$ cat config.mk
export PLATFORM = sky130hd
export DESIGN_NAME = gray_ptr_ctrl
export DESIGN_NICKNAME = d
export VERILOG_FILES = /design/src/rtl/gray_ptr_ctrl.sv
export SDC_FILE = /design/constraint.sdc
export NUM_CORES = 1
export LEC_CHECK = 0
export CORE_MARGIN = 2
export CORE_UTILIZATION = 51
export DETAILED_ROUTE_END_ITERATION = 12
export PLACE_DENSITY = 0.82
export SYNTH_ARGS = -nofsm -noshare
export SYNTH_HDL_FRONTEND = slang
export SYNTH_SLANG_ARGS = --single-unit
$ cat constraint.sdc
create_clock -name clk_i -period 5.1 [get_ports clk_i]
set_input_delay 0.765 -clock clk_i [delete_from_list [all_inputs] [get_ports clk_i]]
set_output_delay 0.765 -clock clk_i [all_outputs]
set_load 0.005 [all_outputs]
$ cat src/rtl/gray_ptr_ctrl.sv
// gray_ptr_ctrl: one-domain pointer controller for an asynchronous FIFO.
// Keeps the local binary/Gray pointer, synchronises the remote Gray pointer,
// and derives a registered full (write side) or empty (read side) flag,
// an almost flag and a fill level from the next-state pointer values.
//
// Ports
//   clk_i          local domain clock
//   rstn_i         asynchronous active-low reset
//   inc_i          push (SIDE=0) / pop (SIDE=1) request
//   remote_gray_i  Gray pointer from the other clock domain (asynchronous)
//   addr_o         RAM address, low ADDR_WIDTH bits of the binary pointer
//   ptr_bin_o      local binary pointer
//   ptr_gray_o     local Gray pointer (flop output, crosses to the other domain)
//   flag_o         full (SIDE=0) / empty (SIDE=1)
//   almost_o       almost-full (SIDE=0) / almost-empty (SIDE=1)
//   level_o        SIDE=0: entries used; SIDE=1: entries available
module gray_ptr_ctrl #(
  parameter int DLY         = 1,
  parameter int ADDR_WIDTH  = 4,
  parameter int SYNC_STAGES = 2,
  parameter int SIDE        = 0,
  parameter int ALMOST_LVL  = 2
) (
  input  logic                  clk_i,
  input  logic                  rstn_i,
  input  logic                  inc_i,
  input  logic [ADDR_WIDTH:0]   remote_gray_i,
  output logic [ADDR_WIDTH-1:0] addr_o,
  output logic [ADDR_WIDTH:0]   ptr_bin_o,
  output logic [ADDR_WIDTH:0]   ptr_gray_o,
  output logic                  flag_o,
  output logic                  almost_o,
  output logic [ADDR_WIDTH:0]   level_o
);

  localparam int unsigned P     = ADDR_WIDTH + 1;
  localparam int unsigned DEPTH = 1 << ADDR_WIDTH;
  localparam bit          RD_SIDE = (SIDE != 0);
  // Full pattern: remote Gray pointer with its two MSBs inverted (all bits when P=2)
  localparam logic [P-1:0] FULL_MASK = P'(3) << (P - 2);
  localparam logic [P-1:0] ALM_HI    = P'(DEPTH - ALMOST_LVL);
  localparam logic [P-1:0] ALM_LO    = P'(ALMOST_LVL);

  // DLY is accepted for drop-in compatibility with existing instantiations;
  // registers update without any modelled delay.
  if (DLY < 0 || ADDR_WIDTH < 1 || SYNC_STAGES < 2 || SIDE < 0 || SIDE > 1 ||
      ALMOST_LVL <= 0 || ALMOST_LVL >= (1 << ADDR_WIDTH)) begin : g_param_err
    $error("gray_ptr_ctrl: illegal parameter combination");
  end

  logic [P-1:0] r_bin;
  logic [P-1:0] r_gray;
  logic         r_flag;
  logic         r_almost;
  logic [P-1:0] r_level;
  logic [P-1:0] r_sync [SYNC_STAGES];

  logic         w_acc;
  logic [P-1:0] w_bin_nx;
  logic [P-1:0] w_gray_nx;
  logic [P-1:0] w_rgray;
  logic [P-1:0] w_rbin;
  logic [P-1:0] w_lvl_nx;
  logic         w_flag_nx;
  logic         w_almost_nx;

  // Next-state pointer, remote pointer decode and flag terms
  always_comb begin
    w_acc       = inc_i & ~r_flag;
    w_bin_nx    = r_bin + P'(w_acc);
    w_gray_nx   = w_bin_nx ^ (w_bin_nx >> 1);
    w_rgray     = r_sync[SYNC_STAGES-1];
    w_rbin      = '0;
    for (int i = 0; i < int'(P); i++) begin
      w_rbin[i] = ^(w_rgray >> i);
    end
    w_lvl_nx    = '0;
    w_flag_nx   = 1'b0;
    w_almost_nx = 1'b0;
    if (RD_SIDE) begin
      w_lvl_nx    = w_rbin - w_bin_nx;
      w_flag_nx   = (w_gray_nx == w_rgray);
      w_almost_nx = (w_lvl_nx <= ALM_LO);
    end else begin
      w_lvl_nx    = w_bin_nx - w_rbin;
      w_flag_nx   = (w_gray_nx == (w_rgray ^ FULL_MASK));
      w_almost_nx = (w_lvl_nx >= ALM_HI);
    end
  end

  // Remote pointer synchroniser; first stage samples the raw input directly
  always_ff @(posedge clk_i or negedge rstn_i) begin : p_sync
    if (!rstn_i) begin
      for (int s = 0; s < SYNC_STAGES; s++) begin
        r_sync[s] <= '0;
      end
    end else begin
      r_sync[0] <= remote_gray_i;
      for (int s = 1; s < SYNC_STAGES; s++) begin
        r_sync[s] <= r_sync[s-1];
      end
    end
  end

  // Local pointer and status registers
  always_ff @(posedge clk_i or negedge rstn_i) begin : p_state
    if (!rstn_i) begin
      r_bin    <= '0;
      r_gray   <= '0;
      r_level  <= '0;
      r_flag   <= RD_SIDE;
      r_almost <= RD_SIDE;
    end else begin
      r_bin    <= w_bin_nx;
      r_gray   <= w_gray_nx;
      r_level  <= w_lvl_nx;
      r_flag   <= w_flag_nx;
      r_almost <= w_almost_nx;
    end
  end

  assign addr_o     = r_bin[ADDR_WIDTH-1:0];
  assign ptr_bin_o  = r_bin;
  assign ptr_gray_o = r_gray;
  assign flag_o     = r_flag;
  assign almost_o   = r_almost;
  assign level_o    = r_level;

endmodule
==> results.sh <==
export IMPL_startpoint="inc_i"
export IMPL_synth_top_cells_by_area="sky130_fd_sc_hd__dfrtp_1 55%, sky130_fd_sc_hd__xnor2_1 6.6%, sky130_fd_sc_hd__ha_1 5.3%"
export IMPL_dp_cells=137
export IMPL_totalWireLength_mm=1.880
export IMPL_mostFrequentLayoutCell="sky130_fd_sc_hd__clkdlybuf4s50_1"
export IMPL_min_path_type="reg -> reg"
export IMPL_setup_reg_to_reg_worst_slack_ns=2.20
export IMPL_fillers=167
export IMPL_multiInputGateArea_um2=460.4
export IMPL_first_global_vias=704
export IMPL_finalSetupViolCount=0
export IMPL_sequential_cell_area_um2=650.6
export IMPL_latest_clock_arrival_within_the_worst_skew_pair_ns=0.32
export IMPL_cellPowerDensity_nw_per_um2=671.5
export IMPL_root_buffer="sky130_fd_sc_hd__clkbuf_4"
export IMPL_max_freq_ghz=0.3279
export IMPL_outcome="complete, no violations"
export IMPL_cts_post_setup_buffers_inserted=0
export IMPL_timing_final_crit_period_ns=3.050
export IMPL_resized_cells_post_cts=0
export IMPL_drcViolationCount=0
export IMPL_setup_crit_end_kind="flip-flop"
export IMPL_rsz0062_at_grt="no"
export IMPL_number_of_distinct_library_cell_variants_in_the_gate_level_netlist_after_synthesis=26
export IMPL_grt_ovfl_total=0
export IMPL_area_overhead_of_the_layout_relative_to_synthesis_pct=25.53
export IMPL_core_area_um2=2212
export IMPL_grt_util_met3_pct=3.429
export IMPL_p_leak_nw=0.6703
export IMPL_initial_utilization_pct=53.62
export IMPL_grt_start_max_net_pins=27
export IMPL_critical_path_reg2reg_endpoint="almost_o$_DFF_PN0_"
export IMPL_yosysTopAreaCell="sky130_fd_sc_hd__dfrtp_1"
export IMPL_global_route_usage_met1_pct=19.73
export IMPL_final_cell_mix="28 x sky130_fd_sc_hd__clkdlybuf4s50_1, 26 x sky130_fd_sc_hd__dfrtp_1, 9 x sky130_fd_sc_hd__xnor2_1, 7 x sky130_fd_sc_hd__xor2_1, 7 x sky130_fd_sc_hd__inv_1"
export IMPL_avgSynthCellArea_um2=13.63
export IMPL_postCtsHoldBufs=0
export IMPL_die_area_um2=2727
export IMPL_cts_sinks=26
export IMPL_cts_clk_slew_worst_paths_ns=0.14
export IMPL_netlist_instances=87
export IMPL_ir_worst_vdd_mv=0.3450
export IMPL_via_count=724
export IMPL_tritoncts="done"
export IMPL_synth_sequential_area_ratio_pct=54.85
export IMPL_htree_num_levels=1
export IMPL_postLayoutCoreUtil_pct=67.31
export IMPL_antennaDiodeCount=0
export IMPL_crit_required_ns=5.32
export IMPL_routed_wire_length_per_instance_um=13.33
export IMPL_place_detailed_hpwl_mm=1.398
export IMPL_total_negative_setup_slack_ns=0
export IMPL_post_place_ws_ns=1.728
export IMPL_ys_seq_elements=26
export IMPL_fin_ws_ns=2.050
export IMPL_post_drt_via_cell_ratio=5.135
export IMPL_post_route_fraction_of_the_period_consumed_by_the_critical_path_pct=59.80
export IMPL_synth_top_area_share_pct=54.85
export IMPL_timing_final_hold_violations=0
export IMPL_die_h_um=52.23
export IMPL_syn_area_um2=1186
export IMPL_grt_resource_usage_total_pct=16.34
export IMPL_layoutNonFillerInstCount=141
export IMPL_grt_antenna_before_repair=0
export IMPL_worstMarginPinSlew_ns=1.128
export IMPL_std_cell_rows=17
export IMPL_wire_length_of_the_first_global_routing_pass_mm=3.139
export IMPL_io_buffer_count=28
export IMPL_gpl_final_weighted_congestion=0.7869
export IMPL_drc_marker_count_from_the_first_detailed_route_iteration=7
export IMPL_yosysWarnings=0
export IMPL_ctsLongestPathBuffers=2
export IMPL_drv_cap=0
export IMPL_detailedRoute_firstPassIterationCount=4
export IMPL_floorplan_io_pins=29
export IMPL_r2r_start="w_rgray[4]$_DFF_PN0_"
export IMPL_crit_arrival_ns=3.27
export IMPL_final_layout_size_suffix_gt1_share_pct=8.850
export IMPL_timing_clock_skew_ns=0.004605
export IMPL_cts_inserted_buffers=3
export IMPL_chip_width_um=52.23
export IMPL_synthesis_nets=101
export IMPL_crit_path_end="almost_o$_DFF_PN0_"
export IMPL_maxSlewHeadroom_pct=24.58
export IMPL_category_of_the_most_critical_setup_path="in -> reg"
export IMPL_r2r_cells=10
export IMPL_final_nets=128
export IMPL_slew_violations=0
export IMPL_grt_busiest_layer="met2"
export IMPL_use_met2_pct=27.85
export IMPL_critPathMaxFanout=4
export IMPL_cp_start_kind="input pin"
export IMPL_final_hold_slack_ns=0.3635
export IMPL_antenna_left=0
export IMPL_min_path_cells=0
## final cells by class
cell class / count / area share, %
clock buffer: 4 / 2.437
tap: 28 / 2.353
multi-input combinational: 48 / 30.92
sequential: 26 / 43.70
inverter: 7 / 1.765
timing repair buffer: 28 / 18.82
## stage by stage
| stage | power [mW] | cell area (um^2) |
|---|---|---|
| finish | 0.9999 | 1489 |
| CTS | 1.014 | 1489 |
| global route | 1.088 | 1489 |
| detailed placement | 0.9046 | 1453 |
| global placement | 0.8803 | 1453 |
| floorplan | 0.6971 | 1186 |
## where the power goes
part | switching (mW) | internal [mW]
logic | 0.248 | 0.322
clock network | 0.0592 | 0.0436
registers | 0.0458 | 0.281
total | 0.353 | 0.647
## state kept, by name (all words and copies together), names as in the netlist
name	cells
ptr_bin_o	5
ptr_gray_o	4
w_rgray	5
level_o	5
r_sync	5
almost_o	1
flag_o	1
## worst max-delay path, stage by stage
cell and delay [ns]:
sky130_fd_sc_hd__clkdlybuf4s50_1 0.45, sky130_fd_sc_hd__nor2b_1 0.13, sky130_fd_sc_hd__ha_1 0.21, sky130_fd_sc_hd__ha_1 0.24, sky130_fd_sc_hd__xor2_1 0.37, sky130_fd_sc_hd__ha_1 0.35
sky130_fd_sc_hd__nor2b_1 0.16, sky130_fd_sc_hd__nor3_1 0.21, sky130_fd_sc_hd__a311oi_1 0.10, sky130_fd_sc_hd__a311o_1 0.28
## cell usage after synthesis (all sizes together)
master,n
nor2b,2
dfrtp,26
xor2,9
xor3,1
or3,2
a21boi,1
inv,7
fa,1
nand3,4
o21ai,2
a311oi,1
a221oi,1
ha,5
nor3,1
xnor3,1
or2,2
o211a,1
nand2,2
a311o,1
a21oi,1
buf,6
xnor2,10
## kinds of logic (layout without fill, tap and decap cells)
| family | count (synthesis) | after routing | synth area share [%] |
|---|---|---|---|
| flip-flops | 26 | 26 | 54.85 |
| XOR/XNOR | 21 | 21 | 19.94 |
| AND/OR/NAND/NOR | 13 | 13 | 6.328 |
| buffers and inverters | 13 | 39 | 6.330 |
| AO/OA/AOI/OAI | 8 | 8 | 5.590 |
| adder cells (fa/ha/maj) | 6 | 6 | 6.962 |
## per-layer routing
metal	part of all wire (%)	routed length [um]
met5	0	0
met4	1.2	23
met3	6.3	118
met1	41	776
met2	51	961
## worst min-delay path by stage
| stage | startpoint | to |
|---|---|---|
| finish | r_sync[5]$_DFF_PN0_ | w_rgray[0]$_DFF_PN0_ |
| global placement | r_sync[5]$_DFF_PN0_ | w_rgray[0]$_DFF_PN0_ |
| CTS | r_sync[5]$_DFF_PN0_ | w_rgray[0]$_DFF_PN0_ |
| floorplan | r_sync[5]$_DFF_PN0_ | w_rgray[0]$_DFF_PN0_ |
| global route | r_sync[6]$_DFF_PN0_ | w_rgray[1]$_DFF_PN0_ |
| detailed placement | r_sync[5]$_DFF_PN0_ | w_rgray[0]$_DFF_PN0_ |
Power figures use the tool's default switching activity.
